--- src/rtl/sprite_fetch_sched_pkg.sv ---
// Shared definitions for the sprite fetch scheduler: FSM state encoding,
// default geometry and the sprite index width helper.
package sprite_fetch_sched_pkg;

  typedef enum logic [1:0] {
    ST_IDLE  = 2'd0,
    ST_ISSUE = 2'd1,
    ST_DRAIN = 2'd2,
    ST_DONE  = 2'd3
  } state_t;

  localparam int DEF_NUM_SPRITES   = 5;
  localparam int SPRITE_ADDR_WIDTH = 9;
  localparam int DEF_RD_LATENCY    = 2;

  // A single sprite still needs a 1-bit index so vectors never collapse to zero width.
  function automatic int idx_width(input int n);
    return (n > 1) ? $clog2(n) : 1;
  endfunction

endpackage

--- src/rtl/sprite_prio_pick.sv ---
// Combinational picker: first set bit of i_pending searching upward from i_base,
// wrapping modulo NUM_SPRITES. No state, no latency.
module sprite_prio_pick #(
  parameter int NUM_SPRITES = 5,
  parameter int IDX_W       = 3
) (
  input  logic [NUM_SPRITES-1:0] i_pending,
  input  logic [IDX_W-1:0]       i_base,
  output logic                   o_found,
  output logic [IDX_W-1:0]       o_index
);

  int               w_j;
  logic [IDX_W-1:0] w_jx;

  always_comb begin
    o_found = 1'b0;
    o_index = '0;
    w_j     = 0;
    w_jx    = '0;
    for (int i = 0; i < NUM_SPRITES; i++) begin
      w_j = int'(i_base) + i;
      if (w_j >= NUM_SPRITES) begin
        w_j = w_j - NUM_SPRITES;
      end
      w_jx = IDX_W'(w_j);
      if (!o_found && i_pending[w_jx]) begin
        o_found = 1'b1;
        o_index = w_jx;
      end
    end
  end

endmodule

--- src/rtl/sprite_fetch_sched.sv ---
// Per-scanline sprite RAM read scheduler; one grant per requester, load_en RD_LATENCY after address.
// Stalls issuing while loading_loc is high; SPRITE_FETCH_RR_EN selects rotating priority.
module sprite_fetch_sched
  import sprite_fetch_sched_pkg::*;
#(
  parameter int NUM_SPRITES = DEF_NUM_SPRITES,
  parameter int ADDR_WIDTH  = SPRITE_ADDR_WIDTH,
  parameter int RD_LATENCY  = DEF_RD_LATENCY
) (
  input  logic                              px_clk,
  input  logic                              px_rst,
  input  logic                              linebegin,
  input  logic                              loading_loc,
  input  logic [NUM_SPRITES-1:0]            req,
  input  logic [NUM_SPRITES*ADDR_WIDTH-1:0] mem_addr_in,
  output logic [ADDR_WIDTH-1:0]             mem_addr_out,
  output logic [NUM_SPRITES-1:0]            load_en,
  output logic                              fetch_done,
  output logic                              busy,
  output logic                              overrun,
  input  logic                              overrun_clr
);

  localparam int IDX_W = idx_width(NUM_SPRITES);

  state_t                  r_state;
  logic [NUM_SPRITES-1:0]  r_pending;
  logic [ADDR_WIDTH-1:0]   r_addr;
  logic                    r_fetch_done;
  logic                    r_overrun;
  logic [NUM_SPRITES-1:0]  r_load_en;
  logic [RD_LATENCY-1:0]   r_pipe_vld;
  logic [IDX_W-1:0]        r_pipe_idx [RD_LATENCY];

  logic                    w_start;
  logic [NUM_SPRITES-1:0]  w_cand;
  logic                    w_can_issue;
  logic                    w_found;
  logic [IDX_W-1:0]        w_idx;
  logic [IDX_W-1:0]        w_base;
  logic                    w_issue;
  logic [NUM_SPRITES-1:0]  w_grant;
  logic [NUM_SPRITES-1:0]  w_pend_next;
  logic [ADDR_WIDTH-1:0]   w_addr_sel;
  logic [NUM_SPRITES-1:0]  w_le_next;
  logic                    w_pipe_empty;

  // The first grant happens on the linebegin edge itself, so address 0 shows in N+1.
  assign w_start     = linebegin && (r_state == ST_IDLE);
  assign w_cand      = w_start ? req : r_pending;
  assign w_can_issue = (w_start || (r_state == ST_ISSUE)) && !loading_loc;
  assign w_issue     = w_can_issue && w_found;
  assign w_pend_next = w_issue ? (w_cand & ~w_grant) : w_cand;
  assign w_pipe_empty = (r_pipe_vld == '0);

  sprite_prio_pick #(
    .NUM_SPRITES (NUM_SPRITES),
    .IDX_W       (IDX_W)
  ) u_pick (
    .i_pending (w_cand),
    .i_base    (w_base),
    .o_found   (w_found),
    .o_index   (w_idx)
  );

  always_comb begin
    w_grant    = '0;
    w_grant[w_idx] = 1'b1;
    w_addr_sel = '0;
    for (int i = 0; i < NUM_SPRITES; i++) begin
      if (w_idx == IDX_W'(i)) begin
        w_addr_sel = mem_addr_in[i*ADDR_WIDTH +: ADDR_WIDTH];
      end
    end
    w_le_next = '0;
    if (r_pipe_vld[RD_LATENCY-1]) begin
      w_le_next[r_pipe_idx[RD_LATENCY-1]] = 1'b1;
    end
  end

  always_ff @(posedge px_clk or posedge px_rst) begin
    if (px_rst) begin
      r_state      <= ST_IDLE;
      r_pending    <= '0;
      r_addr       <= '0;
      r_fetch_done <= 1'b0;
      r_overrun    <= 1'b0;
    end else begin
      r_fetch_done <= 1'b0;
      if (w_issue) begin
        r_addr <= w_addr_sel;
      end
      if (overrun_clr) begin
        r_overrun <= 1'b0;
      end else if (linebegin && (r_state != ST_IDLE)) begin
        r_overrun <= 1'b1;
      end
      case (r_state)
        ST_IDLE: begin
          if (linebegin) begin
            r_pending <= w_pend_next;
            if (req == '0) begin
              r_state      <= ST_DONE;
              r_fetch_done <= 1'b1;
            end else if (w_pend_next == '0) begin
              r_state <= ST_DRAIN;
            end else begin
              r_state <= ST_ISSUE;
            end
          end
        end
        ST_ISSUE: begin
          r_pending <= w_pend_next;
          if (w_pend_next == '0) begin
            r_state <= ST_DRAIN;
          end
        end
        ST_DRAIN: begin
          if (w_pipe_empty) begin
            r_state      <= ST_DONE;
            r_fetch_done <= 1'b1;
          end
        end
        default: begin
          r_state <= ST_IDLE;
        end
      endcase
    end
  end

  // Read-return pipe: stage 0 lines up with the address cycle, load_en is one register past the end.
  always_ff @(posedge px_clk or posedge px_rst) begin
    if (px_rst) begin
      r_pipe_vld <= '0;
      r_load_en  <= '0;
      for (int i = 0; i < RD_LATENCY; i++) begin
        r_pipe_idx[i] <= '0;
      end
    end else begin
      r_pipe_vld[0] <= w_issue;
      r_pipe_idx[0] <= w_idx;
      for (int i = 1; i < RD_LATENCY; i++) begin
        r_pipe_vld[i] <= r_pipe_vld[i-1];
        r_pipe_idx[i] <= r_pipe_idx[i-1];
      end
      r_load_en <= w_le_next;
    end
  end

`ifdef SPRITE_FETCH_RR_EN
  logic [IDX_W-1:0] r_base;
  logic [IDX_W-1:0] r_first;
  logic             r_first_vld;

  assign w_base = r_base;

  always_ff @(posedge px_clk or posedge px_rst) begin
    if (px_rst) begin
      r_base      <= '0;
      r_first     <= '0;
      r_first_vld <= 1'b0;
    end else begin
      if (w_issue && (w_start || !r_first_vld)) begin
        r_first     <= w_idx;
        r_first_vld <= 1'b1;
      end else if (w_start) begin
        r_first_vld <= 1'b0;
      end
      // An empty line grants nothing and leaves the rotation where it was.
      if ((r_state == ST_DONE) && r_first_vld) begin
        r_base <= (r_first == IDX_W'(NUM_SPRITES - 1)) ? '0 : r_first + 1'b1;
      end
    end
  end
`else
  assign w_base = '0;
`endif

  assign mem_addr_out = r_addr;
  assign load_en      = r_load_en;
  assign fetch_done   = r_fetch_done;
  assign busy         = (r_state != ST_IDLE);
  assign overrun      = r_overrun;

endmodule

--- config.mk ---
export PLATFORM = sky130hd
export DESIGN_NAME = sprite_fetch_sched
export DESIGN_NICKNAME = d
export VERILOG_FILES = /design/src/rtl/sprite_fetch_sched_pkg.sv /design/src/rtl/sprite_prio_pick.sv /design/src/rtl/sprite_fetch_sched.sv
export SDC_FILE = /design/constraint.sdc
export NUM_CORES = 1
export LEC_CHECK = 0
export ABC_AREA = 1
export ABC_CLOCK_PERIOD_IN_PS = 4400
export CORE_MARGIN = 1.5
export CORE_UTILIZATION = 30
export CTS_BUF_LIST = sky130_fd_sc_hd__clkbuf_4 sky130_fd_sc_hd__clkbuf_8
export CTS_CLUSTER_SIZE = 10
export DETAILED_ROUTE_END_ITERATION = 10
export SYNTH_ARGS = -nofsm -noshare
export SYNTH_HDL_FRONTEND = slang
export SYNTH_SLANG_ARGS = --single-unit
--- constraint.sdc ---
create_clock -name px_clk -period 4.4 [get_ports px_clk]
set_input_delay 0.66 -clock px_clk [delete_from_list [all_inputs] [get_ports px_clk]]
set_output_delay 0.66 -clock px_clk [all_outputs]
set_load 0.01 [all_outputs]
* Yosys cells after proc, flatten, opt, wreduce, memory -nomap -nowiden *
Index checks and enable logic that the tools add are counted.

storage, ports and cells
  register bits after elaboration = 31
  latch bits = 0
  RAM bits = 0
  memory bits (read-only) = 0
  output and inout bits = 17
  logic and storage cells = 85
  memories kept = 0

operators by class
  add/sub/neg operators = 0
  multiply operators = 0
  divide/modulo/power cells = 0
  magnitude comparators = 4
  eq/ne operators = 9
  shift operators = 0
  multiplexer cells = 35
  bitwise gates (word level) = 2
  reduce and logical (&&, ||, !) cells = 26

operators with widths
  operator                                                                      count
  9-bit 2-to-1 mux                                                              5
  5-bit 2-to-1 mux                                                              4
  2-bit 2-to-1 mux                                                              7
  1-bit 2-to-1 mux                                                              13
  1-bit logical AND                                                             10
  5-bit zero test                                                               2
  5-bit one-hot mux with 2 select lines                                         1
  3-bit by 4-bit less-than comparator with 1-bit output, second input constant  2
  1-bit demux with 3-bit select                                                 2
  3-bit by 2-bit equality test with 1-bit output, second input constant         2
  3-bit by 1-bit >= comparator with 1-bit output, second input constant         2
  2-bit one-hot mux with 3 select lines                                         1
  2-bit nonzero test                                                            3
  5-bit bitwise AND                                                             1
  1-bit zero test                                                               5
  5-bit NOT                                                                     1
  2-bit zero test                                                               2
  2-bit != test, second input constant                                          2
  3-bit by 1-bit equality test with 1-bit output, second input constant         1
  3-bit equality test, second input constant                                    1
  3-bit zero test                                                               1
  3-bit 2-to-1 mux                                                              1
  3-bit AND reduction                                                           1
  2-bit by 1-bit equality test with 1-bit output, second input constant         1
  other kinds (5)                                                               5

* Logic depth before layout (Yosys ltp) *
Gate-level depths: netlist (run 1).

  depth in word-level cells = 28
  mapped depth = 18

* Modules after synthesis *
From an unflattened synthesis (run 1), not the netlist that was laid out.

unflattened totals
  cell total of the unflattened synthesis = 366
  area, all modules = 2,585.0 µm²

modules (own cells, without submodules)
  module              instances  cells an instance  area each (µm²)
  sprite_fetch_sched  1          205                1,665.3
  sprite_prio_pick    1          161                919.6

* Worst setup path after synthesis (run 1) *
OpenSTA, ideal clock, no wires.

  path kind = register to register
  start point = register r_state[1]
  end point = register r_addr[0], in the netlist mem_addr_out[0]
  library setup time = 0.117 ns
  arrival = 1.826 ns
  data required time = 4.283 ns
  setup slack = 2.458 ns
  stages on the path, launching flop included = 16
  path buffers = 2
  clock period less this slack = 1.942 ns
  path through = dfrtp_1 -> inv_1 -> ha_1 -> buf_6 -> nand2_8 -> nand2_1 -> nand2_2 -> nand3_1 -> nor2_2 -> buf_6 -> nor2_4 -> nand3_1 -> nand3_1 -> nand3b_1 -> nand2_1 -> nand2_1

between the ends
  word-level cells in the longest chain between the ends = 22

RTL lines
  item                           RTL line                   source
  start: declaration             sprite_fetch_sched.sv:26   state_t r_state;
  start signal: assignment       sprite_fetch_sched.sv:83   r_state <= ST_IDLE;
  start signal: assignment       sprite_fetch_sched.sv:103  r_state <= ST_DONE;
  start signal: assignment       sprite_fetch_sched.sv:106  r_state <= ST_DRAIN;
  2-bit zero test                sprite_fetch_sched.sv:49   assign w_start = linebegin && (r_state == ST_IDLE);
  1-bit logical AND              sprite_fetch_sched.sv:49
  5-bit 2-to-1 mux               sprite_fetch_sched.sv:50   assign w_cand = w_start ? req : r_pending;
  1-bit 2-to-1 mux               sprite_prio_pick.sv:27     if (!o_found && i_pending[w_jx]) begin
  1-bit zero test                sprite_prio_pick.sv:27
  1-bit logical AND              sprite_prio_pick.sv:27
  1-bit 2-to-1 mux               sprite_prio_pick.sv:27
  1-bit zero test                sprite_prio_pick.sv:27
  [2 not listed]                 --
  1-bit zero test                sprite_prio_pick.sv:27
  1-bit logical AND              sprite_prio_pick.sv:27
  1-bit 2-to-1 mux               sprite_prio_pick.sv:27
  1-bit zero test                sprite_prio_pick.sv:27
  1-bit logical AND              sprite_prio_pick.sv:27
  3-bit 2-to-1 mux               sprite_prio_pick.sv:27
  3-bit zero test                sprite_fetch_sched.sv:71   if (w_idx == IDX_W'(i)) begin
  9-bit 2-to-1 mux (5 in a row)  sprite_fetch_sched.sv:71
  end signal: assignment         sprite_fetch_sched.sv:91   r_addr <= w_addr_sel;
  end: declaration               sprite_fetch_sched.sv:28   logic [ADDR_WIDTH-1:0] r_addr;

Parallel ways exist; a longest one is shown, timed or not.
A chain may end at the register's enable or synchronous reset.

* Worst setup path in the final report (run 1) *
  start point = input linebegin
  end point = register r_addr[8], in the netlist mem_addr_out[8]

between the ends
  word-level cells in the longest chain between the ends = 21

RTL lines
  item                           RTL line                  source
  start: declaration             sprite_fetch_sched.sv:12  input logic linebegin,
  1-bit logical AND (*)          sprite_fetch_sched.sv:49
  5-bit 2-to-1 mux               sprite_fetch_sched.sv:50
  1-bit 2-to-1 mux               sprite_prio_pick.sv:27
  1-bit zero test                sprite_prio_pick.sv:27
  1-bit logical AND              sprite_prio_pick.sv:27
  1-bit 2-to-1 mux               sprite_prio_pick.sv:27
  1-bit zero test                sprite_prio_pick.sv:27
  1-bit logical AND              sprite_prio_pick.sv:27
  1-bit 2-to-1 mux               sprite_prio_pick.sv:27
  1-bit zero test                sprite_prio_pick.sv:27
  1-bit logical AND              sprite_prio_pick.sv:27
  1-bit 2-to-1 mux               sprite_prio_pick.sv:27
  1-bit zero test                sprite_prio_pick.sv:27
  1-bit logical AND              sprite_prio_pick.sv:27
  3-bit 2-to-1 mux               sprite_prio_pick.sv:27
  3-bit zero test                sprite_fetch_sched.sv:71
  9-bit 2-to-1 mux (5 in a row)  sprite_fetch_sched.sv:71

Every way passes the cells marked *; elsewhere a longest branch is shown, timed or not.

==> results.cfg, run 1 <==
[logic_synthesis]
yosysTopAreaCell = dfrtp_1
synth_ff_type = dfrtp_1
ys_ff_latch = 31
synthCells = 242
synth-simple-area-share_pct = 43.78
netlist_area_sq_um = 1852
synth.most_common_cell = nand2_1
yosys_warnings = 0
synthAdderAreaFrac_pct = 2.703
synthArstFlopShare_pct = 100.0
synth_edf_count = 0
synth.area.top_cells = dfrtp_1 (42%), nand2_1 (19%), nand3_1 (7.3%)
synth_fp_nets = 301
synth_mux_area_share_pct = 0
synth_compound_area_share_pct = 4.865
synthXorXnorAreaFrac_pct = 0
yosysSeqAreaShare_pct = 41.89
synth_common_cells = nand2_1 (93), dfrtp_1 (31), nand3_1 (27), inv_1 (19), nor2_1 (13)
netlist.area_leader.share_pct = 41.89
synth_area_per_cell_sq_um = 7.652
synth_top_family_by_area = simple AND/OR/NAND/NOR gates
netlist-cell-type-count = 27

[final_layout]
fin_cells = 391
fill_cells = 618
syn_to_final_growth_pct = 46.22
multi_input_area_sq_um = 950.9
register_area_sq_um = 775.7
final_layout_size_suffix_gt1_share_pct = 10.13
num_antenna_cells = 0
num-nets-final = 375

[sta]
tightest_slew_ps = 654.5
slew_headroom_pct = 56.08
finalSetupTns_ps = 0
setup_viol = 0
rsz0062_at_grt = false
drv_slew = 0
fin_worst_skew_ps = 7.461
fmax_mhz = 348.8
finalHoldViolCount = 0
hold_ws_ps = 347.3
finalCriticalPeriod_ps = 2867
period_share_pct = 65.15

[placed_design]
gp_congestion = 0.8131
port_buffers = 71
dp_hpwl_mm = 3.631
place_inst = 384

[run]
drv_cap = 0

[routing]
via_count = 1774
drt-initial-drc-count = 39
ant_nets = 0
highest_layer = met4
drc = 0
wl_met2_mm = 2.250
wl_met1_mm = 2.013
first_pass_iters = 4
wl_met3_um = 305
wl_per_cell_um = 11.81
via_per_inst = 4.537
routed_wl_mm = 4.619

[die]
fp-row-count = 28
initial_utilization_pct = 31.09
fp.dieW_um = 81.57
io_pins = 72
die_h_um = 81.57
die_area_sq_um = 6653
core_area_sq_um = 5956

[critical_path]
crit_fanout = 11
cp_cell_sequence = clkdlybuf4s50_1 > nand2_8 > nand2_4 > nand2_4 > nor2_1 > nand2_1 > nor2_2 > nor2_4 > nand3_1 > nand3_1 > nand3b_1 > nand2_1 > nand2_1
critPathKind = in2reg
r2r_start = r_state[0]
r2r_slack_ps = 1640
crit_path_start_kind = primary input
cp_common_cell = nand2_1
worstRegToRegCells = 14
r2r_end = r_state[1]
crit_path_end = mem_addr_out[8]
arrival_ps = 3040
crit_start = linebegin
max_stage_delay_ps = 720
cpMaxStageDelayCell = clkdlybuf4s50_1
end_kind = flip-flop
worstPathRequired_ps = 4580

[power]
cellLeakagePower_nw = 1.259
p_int_mw = 0.9184
powerDensity_nw_per_um2 = 603.3
p_comb_share_pct = 58.1
switchingPower_mw = 0.7150
switching_share_pct = 43.77
peakVddDrop_uv = 226.3
power_mw = 1.633
clock_power_share_pct = 13.6
seqPwrFrac_pct = 28.3

[grt]
antenna_found_initial = 0
grt_pass1_wl_mm = 7.803
grt_pass1_vias = 1729
grt_max_degree = 32
grt_overflow = 0
grtUsageTotal_pct = 15.67

[clock_network]
cts-root-buf = clkbuf_8
cts.sinks = 31
cts_setup_buffers = 0
htreeDepth = 2
cts.repair.resized = 0
insertion_delay_ps = 280
path_clk_slew_ps = 70
cts_buffers = 5
cts_tree = built
holdBufCountCts = 0
clk_path_buf_depth = 2

[status]
status = finished, final reports clean

[min_path]
hold_class = reg2reg
==> power by group through the flow <==
| stage | Combinational, mW | Clock, mW | Sequential, mW |
|---|---|---|---|
| 6_report | 0.949 | 0.223 | 0.462 |
| 5_1_grt | 1.09 | 0.241 | 0.476 |
| 4_1_cts | 0.963 | 0.230 | 0.463 |
| 3_5_place_dp | 0.960 | 0 | 0.467 |
| 3_3_place_gp | 0.958 | 0 | 0.467 |
| 2_1_floorplan | 0.649 | 0 | 0.474 |
==> worst max-delay path, delay by kind of cell <==
family                 cells  cell delay (ps)
and+or+nand+nor           12             1650
buffers and inverters      1              720
==> final cells by class <==
class | instances | area share (%)
clock buffers | 6 | 3.050
repair buffers | 72 | 26.52
well taps | 75 | 3.466
multi-input cells | 185 | 35.12
clock inverters | 1 | 0.1848
inverters | 21 | 3.004
flip-flops and latches | 31 | 28.65
==> layout by cell type, fill, tap and decap left out, types with 4 or more instances in the layout <==
| master | count |
|---|---|
| nor2_1 | 13 |
| clkbuf_8 | 6 |
| dfrtp_1 | 31 |
| nand2_2 | 4 |
| nand3b_1 | 9 |
| inv_1 | 19 |
| nor2_2 | 5 |
| clkdlybuf4s50_1 | 71 |
| ha_1 | 4 |
| nand3_1 | 27 |
| nand2_1 | 93 |
| a21oi_1 | 7 |
==> state kept, by name, summed over array words and instances (netlist names) <==
register,flops
mem_addr_out,9
overrun,1
r_pipe_vld,2
r_pending,5
r_pipe_idx,6
fetch_done,1
r_state,2
load_en,5
==> kinds of logic (layout without fill, tap and decap cells) <==
| logic type | Yosys count | in the layout |
|---|---|---|
| buf+inv | 26 | 100 |
| simple gates | 166 | 166 |
| compound gates | 15 | 15 |
| fa+ha+maj | 4 | 4 |
| flops | 31 | 31 |
==> stage by stage <==
| stage | setup slack (ps) | instance area, sq um | util [%] |
|---|---|---|---|
| floorplan | 2458 | 1852 | - |
| global placement | 1214 | 2620 | 43.99 |
| detailed placement | 1204 | 2620 | 43.99 |
| CTS | 1504 | 2708 | 45.46 |
| global route | 1278 | 2708 | 45.46 |
| finish | 1533 | 2708 | 45.46 |
==> routing by layer <==
metal / vias to the layer above / track usage [%]
li1: 919 / -
met1: 791 / 18.57
met2: 60 / 27.27
met3: 4 / 4.556
met4: 0 / 4.655
met5: - / 0
==> worst min-delay path by stage <==
stage	start	end	slack [ps]	depth (start not counted)
after floorplan	r_pipe_idx[3]	r_pipe_idx[0]	330	0
after global placement	r_pipe_idx[5]	r_pipe_idx[2]	330	0
after detailed placement	r_pipe_idx[5]	r_pipe_idx[2]	330	0
after CTS	r_pipe_idx[3]	r_pipe_idx[0]	350	0
after global routing	r_pipe_idx[3]	r_pipe_idx[0]	370	0
final	r_pipe_idx[3]	r_pipe_idx[0]	350	0
(Power assumes the default switching activity.)
==> run 2: changes to the inputs <==
ABC_CLOCK_PERIOD_IN_PS = 2900   (was 4400)
clock period = 2.9 ns   (was 4.4 ns; I/O delays follow)
==> run 2 against run 1 <==
  * Count of clock-buffer cells in the layout grew 1
  * Die area unchanged
  * Wire length rose by 2.7%
  * Final cell count up 1.3%
  * First-iteration DRC count up 140%
  * Clock power is 52% higher
==> results.cfg, run 2 (same netlist as run 1, synthesis figures left out) <==
[sta]
period_share_pct = 84.69
fmax_mhz = 407.2
drv_slew = 0
finalCriticalPeriod_ps = 2456
tightest_slew_ps = 675.1
slew_headroom_pct = 54.69
fin_worst_skew_ps = 8.337
finalHoldViolCount = 0
rsz0062_at_grt = false
setup_viol = 0
finalSetupTns_ps = 0

[final_layout]
fill_cells = 607
syn_to_final_growth_pct = 47.91
num-nets-final = 379
num_antenna_cells = 0
final_cell_mix = nand2_1 (93), clkdlybuf4s50_1 (71), dfrtp_1 (31)
final_layout_size_suffix_gt1_share_pct = 11.53
fin_cells = 396
final_common_cell = nand2_1
largest_reg_flops = 9

[routing]
via_per_inst = 4.508
drt-initial-drc-count = 92
wl_per_cell_um = 11.98
drc = 0
first_pass_iters = 4
via_count = 1785
ant_nets = 0
routed_wl_mm = 4.745

[die]
initial_utilization_pct = 31.09
core_area_sq_um = 5956
fp.dieW_um = 81.57
io_pins = 72
die_h_um = 81.57
fp-row-count = 28
die_area_sq_um = 6653

[run]
drv_cap = 0

[critical_path]
critPathKind = reg2reg
crit_fanout = 10
arrival_ps = 2620
end_kind = flip-flop
worstPathRequired_ps = 3060
crit_path_start_kind = flip-flop

[grt]
grt_pass1_wl_mm = 7.741
grtUsageTotal_pct = 15.53
antenna_found_initial = 0
grt_pass1_vias = 1688
grt_overflow = 0
grt_max_degree = 32

[clock_network]
holdBufCountCts = 0
cts_tree = built
cts.repair.resized = 0
path_clk_slew_ps = 70
cts_buffers = 5
clk_path_buf_depth = 2
cts.sinks = 31
insertion_delay_ps = 280
cts_setup_buffers = 0
htreeDepth = 2
cts-root-buf = clkbuf_8

[placed_design]
dp_hpwl_mm = 3.693
place_inst = 388
gp_congestion = 0.7933
port_buffers = 71

[power]
power_mw = 2.483
powerDensity_nw_per_um2 = 906.6
cellLeakagePower_nw = 1.281
peakVddDrop_uv = 379.7

[status]
status = finished, final reports clean

[min_path]
hold_class = reg2reg
-- run 2: cell types whose count changed in the layout (fill, tap and decap cells not counted) --
cell / delta
clkbuf_4: +2
clkbuf_8: -1
buf_4: +4
-- run 2: power breakdown --
| group | internal (mW) | total, mW | switching [mW] |
|---|---|---|---|
| registers | 0.597 | 0.696 | 0.0988 |
| logic | 0.627 | 1.45 | 0.821 |
| clock network | 0.187 | 0.339 | 0.152 |
| total | 1.41 | 2.48 | 1.07 |
-- run 2: worst paths after layout --
kind	start	to	slack, ps	cells past startpoint
worst max-delay path	r_state[0]	mem_addr_out[5]	440	12
max in group asynchronous	px_rst	load_en[2]	2060	3
min in group asynchronous	px_rst	mem_addr_out[3]	540	3
worst max register to register	r_state[0]	mem_addr_out[5]	440	12
worst min register to register	r_pipe_idx[5]	r_pipe_idx[2]	360	0
worst min-delay path	r_pipe_idx[5]	r_pipe_idx[2]	360	0
-- run 2: cell type report --
| class | count | area, sq um | area share (%) |
|---|---|---|---|
| flip-flops and latches | 31 | 775.7 | 28.32 |
| inverters | 21 | 81.33 | 2.969 |
| multi-input cells | 185 | 950.9 | 34.72 |
| clock buffers | 7 | 83.83 | 3.061 |
| clock inverters | 1 | 5.005 | 0.1827 |
| repair buffers | 76 | 748.2 | 27.32 |
| well taps | 75 | 93.84 | 3.426 |
-- run 2: through the flow --
step	setup WS, ps	util [%]	hold WS (ps)	cell area (sq um)
after detailed placement	282.4	44.50	334.7	2650
final	444.0	45.99	359.6	2739
after global placement	345.8	44.50	334.4	2650
after global routing	173.1	45.99	359.5	2739
after floorplan	957.9	-	331.2	1852
after CTS	442.9	45.99	359.5	2739
-- run 2: critical path, cell delays in order (launching register included) --
cell and delay, ps:
dfrtp_1 430, inv_1 120, ha_1 450, nand2_8 120, nand2_1 100, nand2_2 90
nor2_2 410, nor2_4 150, nand3_1 110, nand3_1 80, nand3b_1 160, nand2_1 60
nand2_1 50
-- run 2: layer usage --
metal	track usage (%)	routed length [um]
met5	0	0
met4	5.862	44
met3	4.222	321
met2	25.37	2268
met1	19.47	2110
==> run 3: changes to the inputs <==
ABC_CLOCK_PERIOD_IN_PS = 2029   (was 2900)
clock period = 2.03 ns   (was 2.9 ns; I/O delays follow)
==> run 3 against run 2 <==
  * Combinational power grew 110%
  * Cell area grew 18%
  * Register-to-register slack got worse by 420 ps
  * Clock power grew 86%
  * Die area unchanged
  * Utilization up 8.2 points
  * Worst hold slack got worse by 10 ps
  * Critical path depth increased by 3
  * Sequential power increased by 41%
  * Count of clock-buffer cells in the layout shrank 1
  * Critical path type unchanged
==> results.cfg, run 3 (same netlist as run 1, synthesis figures left out) <==
[status]
status = finished, final reports clean

[sta]
finalCriticalPeriod_ps = 2010
finalSetupTns_ps = 0
setup_viol = 0
finalHoldViolCount = 0
period_share_pct = 99.00
rsz0062_at_grt = true
drv_slew = 0
fmax_mhz = 497.6
fin_worst_skew_ps = 5.973
hold_ws_ps = 349.3
slew_headroom_pct = 55.18
tightest_slew_ps = 667.8

[routing]
via_per_inst = 4.529
wl_per_cell_um = 12.35
via_count = 1943
first_pass_iters = 4
drc = 0
routed_wl_mm = 5.297
ant_nets = 0
drt-initial-drc-count = 84

[placed_design]
dp_hpwl_mm = 3.774
port_buffers = 71
gp_congestion = 0.8183

[die]
io_pins = 72
initial_utilization_pct = 31.09
die_area_sq_um = 6653
fp.dieW_um = 81.57
fp-row-count = 28
core_area_sq_um = 5956
die_h_um = 81.57

[min_path]
hold_class = reg2reg

[power]
powerDensity_nw_per_um2 = 1446
peakVddDrop_uv = 553.0
power_mw = 4.667
cellLeakagePower_nw = 1.522

[critical_path]
end_kind = flip-flop
critPathBufInv = 2
path_delay_family = simple AND/OR/NAND/NOR gates
critPathKind = reg2reg
cp_common_cell = nor2_4
cpMaxStageDelayCell = dfrtp_1
max_stage_delay_ps = 400
crit_path_start_kind = flip-flop
cp_cell_sequence = inv_2 > ha_4 > buf_12 > nand2_8 > nand2_4 > nand2_4 > nor2_4 > nand2_2 > nor2_4 > nor2_4 > nand3_2 > nand3_2 > nand3b_1 > nand2_1 > nand2_1
crit_fanout = 5
arrival_ps = 2190
worstPathRequired_ps = 2210

[grt]
grt_pass1_wl_mm = 8.321
grt_overflow = 0
antenna_found_initial = 0
grt_pass1_vias = 1840
grtUsageTotal_pct = 16.64
grt_max_degree = 32

[final_layout]
largest_reg_flops = 9
final_util_pct = 54.18
final_layout_size_suffix_gt1_share_pct = 27.40
fill_cells = 559
syn_to_final_growth_pct = 74.26
final_cell_mix = nand2_1 (86), clkdlybuf4s50_1 (70), dfrtp_1 (31)
num-nets-final = 412
final_common_cell = nand2_1
num_antenna_cells = 0

[clock_network]
cts_tree = built
holdBufCountCts = 0
cts.sinks = 31
clk_path_buf_depth = 2
cts_buffers = 5
path_clk_slew_ps = 70
htreeDepth = 2
cts-root-buf = clkbuf_8
insertion_delay_ps = 280

[run]
drv_cap = 0
-- run 3: where the power goes --
part	switching [mW]	internal (mW)	leakage (nW)
logic	1.55	1.50	1.07
clock network	0.233	0.397	0.0612
registers	0.130	0.853	0.393
-- run 3: cell type report --
| class | count | area, sq um | share of cell area [%] |
|---|---|---|---|
| Inverter | 21 | 81.33 | 2.520 |
| Tap cell | 75 | 93.84 | 2.908 |
| Clock buffer | 6 | 82.58 | 2.559 |
| Timing Repair Buffer | 107 | 1027 | 31.83 |
| Sequential cell | 31 | 775.7 | 24.04 |
| Multi-Input combinational cell | 187 | 1131 | 35.05 |
| Clock inverter | 2 | 35.03 | 1.086 |
-- run 3: metrics by stage --
stage                     area (sq um)  worst slack [ps]  std cells
after floorplan                   1852             87.92        242
after global placement            2828            -198.2        410
after detailed placement          2828            -244.3        410
after CTS                         3010             8.022        422
after global routing              3227            -144.5        429
final                             3227             20.36        429
-- run 3: worst paths after layout --
check | from | end | slack (ps) | depth (start not counted)
min reg2reg | r_pipe_idx[5] | r_pipe_idx[2] | 350 | 0
max in group asynchronous | px_rst | r_pending[2] | 1340 | 3
max | r_state[1] | mem_addr_out[5] | 20 | 15
min | r_pipe_idx[5] | r_pipe_idx[2] | 350 | 0
max reg2reg | r_state[1] | mem_addr_out[5] | 20 | 15
min in group asynchronous | px_rst | load_en[4] | 400 | 3
-- run 3: repair_timing --
action,CTS,global route
pin swaps,2,8
endpoints found under the setup margin,17,12
gates resized for setup,11,35
cloned,0,2
buffers inserted,4,5
-- run 3: routing by layer --
metal	up-vias	GRT usage, %	share of wire [%]
met4	0	4.828	0.55
li1	995	-	-
met2	54	29.50	51
met1	892	19.13	43
met3	2	5.111	5.8
met5	-	0	0
-- run 3: worst register-to-register path: cells and delay by family (launching register included) --
family / cells / cell delay, ps
adders and majority gates: 1 / 150
buffers and inverters: 2 / 200
DFF: 1 / 400
and+or+nand+nor: 12 / 1160
